**config.mk**
```make
export PLATFORM = sky130hd
export DESIGN_NAME = uart_tx
export DESIGN_NICKNAME = d
export VERILOG_FILES = /design/src/rtl/uart_tx.sv
export SDC_FILE = /design/constraint.sdc
export NUM_CORES = 1
export LEC_CHECK = 0
export BUFFER_PORTS_ARGS = -buffer_cell sky130_fd_sc_hd__buf_2
export CORE_ASPECT_RATIO = 1.2
export CORE_MARGIN = 3
export CORE_UTILIZATION = 35
export CTS_CLUSTER_SIZE = 24
export DETAILED_ROUTE_END_ITERATION = 8
export GPL_ROUTABILITY_DRIVEN = 0
export MAX_ROUTING_LAYER = met4
export PLACE_DENSITY = 0.55
export SYNTH_ARGS = -nofsm -noshare
export SYNTH_HDL_FRONTEND = slang
export SYNTH_SLANG_ARGS = --single-unit
```
**constraint.sdc**
```tcl
create_clock -name clk -period 1.59 [get_ports clk]
set_clock_uncertainty 0.2 [all_clocks]
set_input_delay 0.2385 -clock clk [delete_from_list [all_inputs] [get_ports clk]]
set_output_delay 0.2385 -clock clk [all_outputs]
set_load 0.01 [all_outputs]
```
**src/rtl/uart_tx.sv**
```systemverilog
// UART transmitter: start bit, 5-8 data bits (LSB first), optional parity,
// 1 or 2 stop bits. Bit timing comes from an external oversampling tick.
// cts_n gates only the acceptance of a new frame, never a frame in flight.
module uart_tx #(
   parameter int OS_TICKS = 16
) (
   input  logic       clk,
   input  logic       rst_n,
   input  logic       tick,
   input  logic       tx_start,
   input  logic [7:0] tx_data,
   input  logic [1:0] data_bit_num,
   input  logic       stop_bit_num,
   input  logic       parity_en,
   input  logic       parity_type,
   input  logic       cts_n,
   output logic       tx,
   output logic       tx_ready,
   output logic       tx_busy,
   output logic       tx_done
);

   localparam int TW = (OS_TICKS > 1) ? $clog2(OS_TICKS) : 1;

   typedef enum logic [2:0] {IDLE, START, DATA, PARITY, STOP} state_t;

   state_t        state, state_nx;
   logic [TW-1:0] tick_cnt;
   logic [2:0]    count_data;
   logic          stop_cnt;

   // frame configuration captured at acceptance
   logic [7:0]    data_q;
   logic [2:0]    last_idx_q;
   logic          stop2_q;
   logic          par_en_q;
   logic          par_bit_q;

   logic [7:0]    data_mask;
   logic [2:0]    nxt_idx;
   logic          accept;
   logic          bit_end;
   logic          tx_nx;
   logic          done_nx;

   assign tx_ready  = (state == IDLE) && !cts_n;
   assign tx_busy   = (state != IDLE);
   assign accept    = tx_ready && tx_start;
   assign bit_end   = (state != IDLE) && tick && (tick_cnt == TW'(OS_TICKS - 1));
   // bits above the configured width are dropped so they never reach the line or parity
   assign data_mask = 8'hFF >> (2'd3 - data_bit_num);
   assign nxt_idx   = count_data + 3'd1;

   // state, serial line and completion pulse registers
   always_ff @(posedge clk or negedge rst_n) begin
      if (!rst_n) begin
         state   <= IDLE;
         tx      <= 1'b1;
         tx_done <= 1'b0;
      end else begin
         state   <= state_nx;
         tx      <= tx_nx;
         tx_done <= done_nx;
      end
   end

   // next state plus the line level that the next state will drive
   always_comb begin
      state_nx = state;
      tx_nx    = tx;
      done_nx  = 1'b0;
      case (state)
         IDLE: begin
            tx_nx = 1'b1;
            if (accept) begin
               state_nx = START;
               tx_nx    = 1'b0;
            end
         end
         START: begin
            if (bit_end) begin
               state_nx = DATA;
               tx_nx    = data_q[0];
            end
         end
         DATA: begin
            if (bit_end) begin
               if (count_data == last_idx_q) begin
                  if (par_en_q) begin
                     state_nx = PARITY;
                     tx_nx    = par_bit_q;
                  end else begin
                     state_nx = STOP;
                     tx_nx    = 1'b1;
                  end
               end else begin
                  tx_nx = data_q[nxt_idx];
               end
            end
         end
         PARITY: begin
            if (bit_end) begin
               state_nx = STOP;
               tx_nx    = 1'b1;
            end
         end
         STOP: begin
            tx_nx = 1'b1;
            if (bit_end && (stop_cnt == stop2_q)) begin
               state_nx = IDLE;
               done_nx  = 1'b1;
            end
         end
         default: begin
            state_nx = IDLE;
            tx_nx    = 1'b1;
         end
      endcase
   end

   // oversample tick counter and per-frame bit counters; all hold while tick=0
   always_ff @(posedge clk or negedge rst_n) begin
      if (!rst_n) begin
         tick_cnt   <= '0;
         count_data <= '0;
         stop_cnt   <= 1'b0;
      end else if (accept) begin
         tick_cnt   <= '0;
         count_data <= '0;
         stop_cnt   <= 1'b0;
      end else if (bit_end) begin
         tick_cnt <= '0;
         if (state == DATA) count_data <= nxt_idx;
         if (state == STOP) stop_cnt   <= 1'b1;
      end else if (tick && state != IDLE) begin
         tick_cnt <= tick_cnt + TW'(1);
      end
   end

   // capture payload and framing options once per frame
   always_ff @(posedge clk or negedge rst_n) begin
      if (!rst_n) begin
         data_q     <= '0;
         last_idx_q <= '0;
         stop2_q    <= 1'b0;
         par_en_q   <= 1'b0;
         par_bit_q  <= 1'b0;
      end else if (accept) begin
         data_q     <= tx_data & data_mask;
         last_idx_q <= {1'b1, data_bit_num};
         stop2_q    <= stop_bit_num;
         par_en_q   <= parity_en;
         // even: XOR of sent bits; odd: its inverse
         par_bit_q  <= (^(tx_data & data_mask)) ^ ~parity_type;
      end
   end

endmodule

```
### Yosys cells after proc, flatten, opt, wreduce, memory -nomap -nowiden

Cells that the tools add are included.

| storage, ports and cells | value |
|---|---|
| register bits after elaboration | 27 |
| output and inout bits | 4 |
| input port bits | 18 |
| logic and storage cells | 77 |

| cells by class | value |
|---|---|
| add/sub/neg operators | 3 |
| shifts and indexed selects | 1 |
| equal/unequal tests | 13 |
| magnitude comparators | 1 |
| bitwise gates (word level) | 3 |
| reduce and logical (&&, ||, !) cells | 17 |
| multiplexer cells | 28 |

Operator list:

| kind | number |
|---|---|
| 3-bit two-way mux | 10 |
| 3-bit case mux with 5 select lines | 1 |
| 1-bit two-way mux | 12 |
| 4-bit two-way mux | 3 |
| 2-bit inequality test (second input constant) | 6 |
| 8-bit bitwise AND | 1 |
| 8-bit parity | 1 |
| 8-bit by 2-bit right shift with 8-bit output (first input constant) | 1 |
| 3-bit by 2-bit equality test with 1-bit output (second input constant) | 2 |
| 6-bit AND reduction | 1 |
| 2-bit nonzero test | 3 |
| 3-bit nonzero test | 2 |
| 1-bit logical AND | 5 |
| 4-bit by 1-bit adder with 4-bit output (second input constant) | 1 |
| 4-bit equality test (second input constant) | 1 |
| 3-bit by 4-bit < comparator with 1-bit output (second input constant) | 1 |
| 1-bit case mux with 4 select lines | 1 |
| 2-bit AND reduction | 2 |
| 3-bit by 1-bit adder with 3-bit output (second input constant) | 1 |
| 1-bit binary-select mux with 3-bit select | 1 |
| 3-bit by 1-bit equality test with 1-bit output (second input constant) | 1 |
| 3-bit equality test | 1 |
| 3-bit equality test (second input constant) | 1 |
| 3-bit logical NOT | 1 |
| other kinds (6) | 6 |

### Logic depth before layout (Yosys ltp)

| depth | value |
|---|---|
| word-level depth | 6 |
| mapped depth | 6 |
| gate-level depth less buffers | 5 |

### Worst setup path after synthesis

Ideal clock, no wire load.

| timing | value |
|---|---|
| path kind | register to register |
| from | reg count_data[0] |
| to | reg tx |
| clock period less this slack | 1.722 ns |
| setup slack | -0.132 ns |
| stages on the path, launching flop included | 6 |
| data required time | 1.310 ns |
| buffers on the path | 0 |
| data arrival time | 1.442 ns |
| cell sequence | dfrtp_1 -> ha_1 -> mux4_1 -> mux2i_1 -> nand2b_1 -> a32o_1 |

| between the ends | value |
|---|---|
| cells in the longest elaborated chain, start to end | 6 |
| elaborated cells between the ends (all ways) | 7 |
| those cells by class | add/sub: 1; eq/ne: 1; mux: 5 |

RTL lines:

| item | line | text |
|---|---|---|
| start, declared | 29 | `logic [2:0] count_data;` |
| start signal, assigned | 133 | `if (state == DATA) count_data <= nxt_idx;` |
| 3-bit by 1-bit adder with 3-bit output | 52 | `assign nxt_idx = count_data + 3'd1;` |
| 1-bit binary-select mux with 3-bit select | 97 | `tx_nx = data_q[nxt_idx];` |
| 1-bit two-way mux (implied by the code) | 97 |  |
| 1-bit two-way mux (*) | 88 | `if (count_data == last_idx_q) begin` |
| 1-bit two-way mux (*) | 87 | `if (bit_end) begin` |
| 1-bit case mux with 4 select lines (*) | 72 | `case (state)` |
| end signal, assigned | 62 | `tx <= tx_nx;` |
| end, declared | 17 | `output logic tx,` |

Mark *: on every way between the ends. The rest lies on a longest branch, timed or not. The select of a mux whose other input is x is not followed.
A chain may end at the register's enable or synchronous reset.

### Final worst setup path

Same ends and word-level chain as after synthesis.

==> flow_summary.ini <==
[run_status]
status = finished, violations left
violations = negative setup slack

[min_path]
hold_path.class = in -> reg

[synthesis]
synth_cells = 162
yosysSeqAreaShare_pct = 44.8
postSynthAreaPerCell_um2 = 9.33
synth_fa_ha_area_share_pct = 1.66
synth_mux_area_share_pct = 4.80
ys_seq_elements = 27
synth-edff-count = 0
synthesis.nets = 182
ys_warn_count = 0
synth-async-reset-ratio_pct = 100
synth_top_family_by_area = simple AND/OR/NAND/NOR gates
synthDistinctLibCells = 43
synth-compound-area-share_pct = 12.9
yosys.area_share.simple_pct = 24.8
synthXorXnorAreaFrac_pct = 7.86
netlist_area_um2 = 1510
ys.flop_type = dfrtp_1

[route]
ant_nets = 0
routedWlPerCell_um = 14.0
firstDrtPassIters = 4
viasPerCell = 5.02
dr.first_iter.drc_count = 44
via_count = 1356
drc = 0
wirelength_um = 3780

[floorplanning]
start_util_pct = 37.5
die_x_um = 66.0
die_y_um = 78.0
row_count = 25
core_area_um2 = 4040
die_area_um2 = 5150
ios = 22

[sta]
setup_viol = 25
period_share_pct = 110
hold_viol = 0
period_minus_slack_ns = 1.75
fmax_mhz = 572
setup_slack_ns = -0.159
rsz0062_at_grt = yes
worst_pin_slew_ns = 0.620
drv_slew = 0
slew_headroom_pct = 58.7

[critical_path]
critPathRequiredTime_ns = 1.60
cp.arrival_ns = 1.76
startpoint = count_data[0]
path_class = reg -> reg
endpoint = tx
crit_fanout = 6
r2r_end = tx
reg2reg_from = count_data[0]
critPathLaunchType = flip-flop
endpoint_kind = flip-flop
reg2reg_slack_ns = -0.16
rr_worst_depth = 5

[cts]
root_buffer = clkbuf_8
clk_path_buf_depth = 2
ctsHtreeMaxLevel = 1
cts.sinks = 27
cts_buffers = 3
clock_latency_ns = 0.27
cts_tree = done
path_clk_slew_ns = 0.10

[global_route]
grt_pass1_vias = 1323
gr-max-usage-layer = met2
grt_pass1_wl_um = 6020
antenna_found_initial = 0
grt_start_max_net_pins = 28
grt_usage_pct = 15.4
use_met1_pct = 20.0
use_met3_pct = 2.03
grtUsageMet2_pct = 25.1
grt-ovfl-total = 0

[pwr]
vdd.ir_drop.worst_v = 0.000712
p_int_mw = 1.99
total_power_mw = 3.21
sw_frac_of_total_pct = 38.0
powerDensity_nw_per_um2 = 1390
p_seq_share_pct = 38.4
power.leakage_nw = 1.03
comb_power_share_pct = 49.2
switchingPower_mw = 1.22
clkPwrFrac_pct = 12.4

[final_layout]
fill_cells = 366
mostFrequentLayoutCell = dfrtp_1
fin_area_um2 = 2310
fin_nets = 237
most-common-layout-cells = 25 x dfrtp_1, 21 x nand2_1, 21 x buf_2
antennaDiodeCount = 0
synthToLayoutAreaGrowth_pct = 52.7
regArea_um2 = 678
multi_input_area_um2 = 1030
finalNonFillerCells = 270
drive_above_1_share_pct = 45.8

[flow_run]
cap_violations = 0

[placement]
placed_cells = 251
dp_hpwl_um = 2570
port_buffers = 21
place_area_um2 = 1860
place_ws_ns = -0.155
sequential cells by signal, summed over array words and instances, names as in the netlist:
name        flops
par_en_q        1
data_q          8
tx_done         1
stop_cnt        1
par_bit_q       1
tx              1
count_data      3
tick_cnt        4
last_idx_q      3
stop2_q         1
state           3
layer usage:
metal / up-vias / wire, um / part of all wire [%]
li1: 667 / - / -
met1: 649 / 1650 / 44
met2: 38 / 1980 / 52
met3: 2 / 133 / 3.5
met4: 0 / 15 / 0.40
met5: - / 0 / 0
logic make-up (layout without fill, tap and decap cells):
logic type / after synthesis / after routing
and+or+nand+nor: 76 / 76
AOI/OAI and AO/OA: 32 / 32
DFF: 27 / 27
xor gates and xnor gates: 12 / 12
buffers and inverters: 9 / 63
muxes: 4 / 4
adders and majority gates: 2 / 2
power by group through the flow:
stage	Combinational [mW]	Clock [mW]	Sequential (mW)
final	1.58	0.399	1.23
after global routing	1.72	0.436	1.28
after CTS	1.30	0.413	1.16
after detailed placement	1.12	0	1.17
after global placement	1.09	0	1.17
after floorplan	0.750	0	1.12
Yosys cell counts (3+ instances only):
cell type | count | area share [%]
a21oi_1 | 10 | 3.3
buf_2 | 3 | 0.99
dfrtp_1 | 26 | 43
nand2_1 | 41 | 10
nand2b_1 | 3 | 1.2
nand3_1 | 5 | 1.7
nor2_1 | 9 | 2.2
nor3_1 | 4 | 1.3
o21ai_0 | 6 | 2.0
o21ai_1 | 5 | 1.7
xnor2_1 | 7 | 4.1
xor2_1 | 4 | 2.3
worst min path at each step:
stage	startpoint	to	slack, ns	cells after the start
floorplan	rst_n	count_data[0]	-0.26	0
global placement	rst_n	tx_done	0.09	1
detailed placement	rst_n	tx_done	0.09	1
CTS	tx_data[6]	data_q[6]	0.006	3
global route	data_bit_num[1]	last_idx_q[1]	0.02	3
finish	tx_data[6]	data_q[6]	0.01	3
timing repair:
| item | 4_1_cts | 5_1_grt |
|---|---|---|
| hold endpoints to repair | 33 | 0 |
| hold buffers | 8 | 0 |
| endpoints found under the setup margin | 21 | 28 |
| buffers inserted | 7 | 0 |
| gates resized for setup | 21 | 40 |
| pin swaps | 6 | 11 |
| gates cloned | 1 | 0 |
worst max-delay path, cell delays in order, from the launching register on:
cell and delay [ns]:
dfrtp_2 0.48, ha_4 0.30, mux4_2 0.28, mux2i_1 0.14
nand2b_1 0.07, a32o_1 0.22
area by class of cell:
| class | instances | area share [%] |
|---|---|---|
| multi-input cells | 126 | 44.6 |
| flip-flops and latches | 27 | 29.4 |
| repair buffers | 57 | 20.8 |
| well taps | 54 | 2.93 |
| clock buffers | 3 | 1.79 |
| inverters | 2 | 0.325 |
| clock inverters | 1 | 0.217 |
per-stage QoR:
| step | utilization, % | TNS [ns] | hold WS [ns] |
|---|---|---|---|
| global placement | 46.0 | -0.280 | 0.0877 |
| CTS | 52.6 | -2.31 | 0.00600 |
| finish | 57.2 | -2.42 | 0.0106 |
| detailed placement | 46.0 | -0.613 | 0.0903 |
| global route | 57.2 | -3.96 | 0.0156 |
| floorplan | - | -0.242 | -0.257 |
No activity file was read; power rests on OpenSTA's default activity.
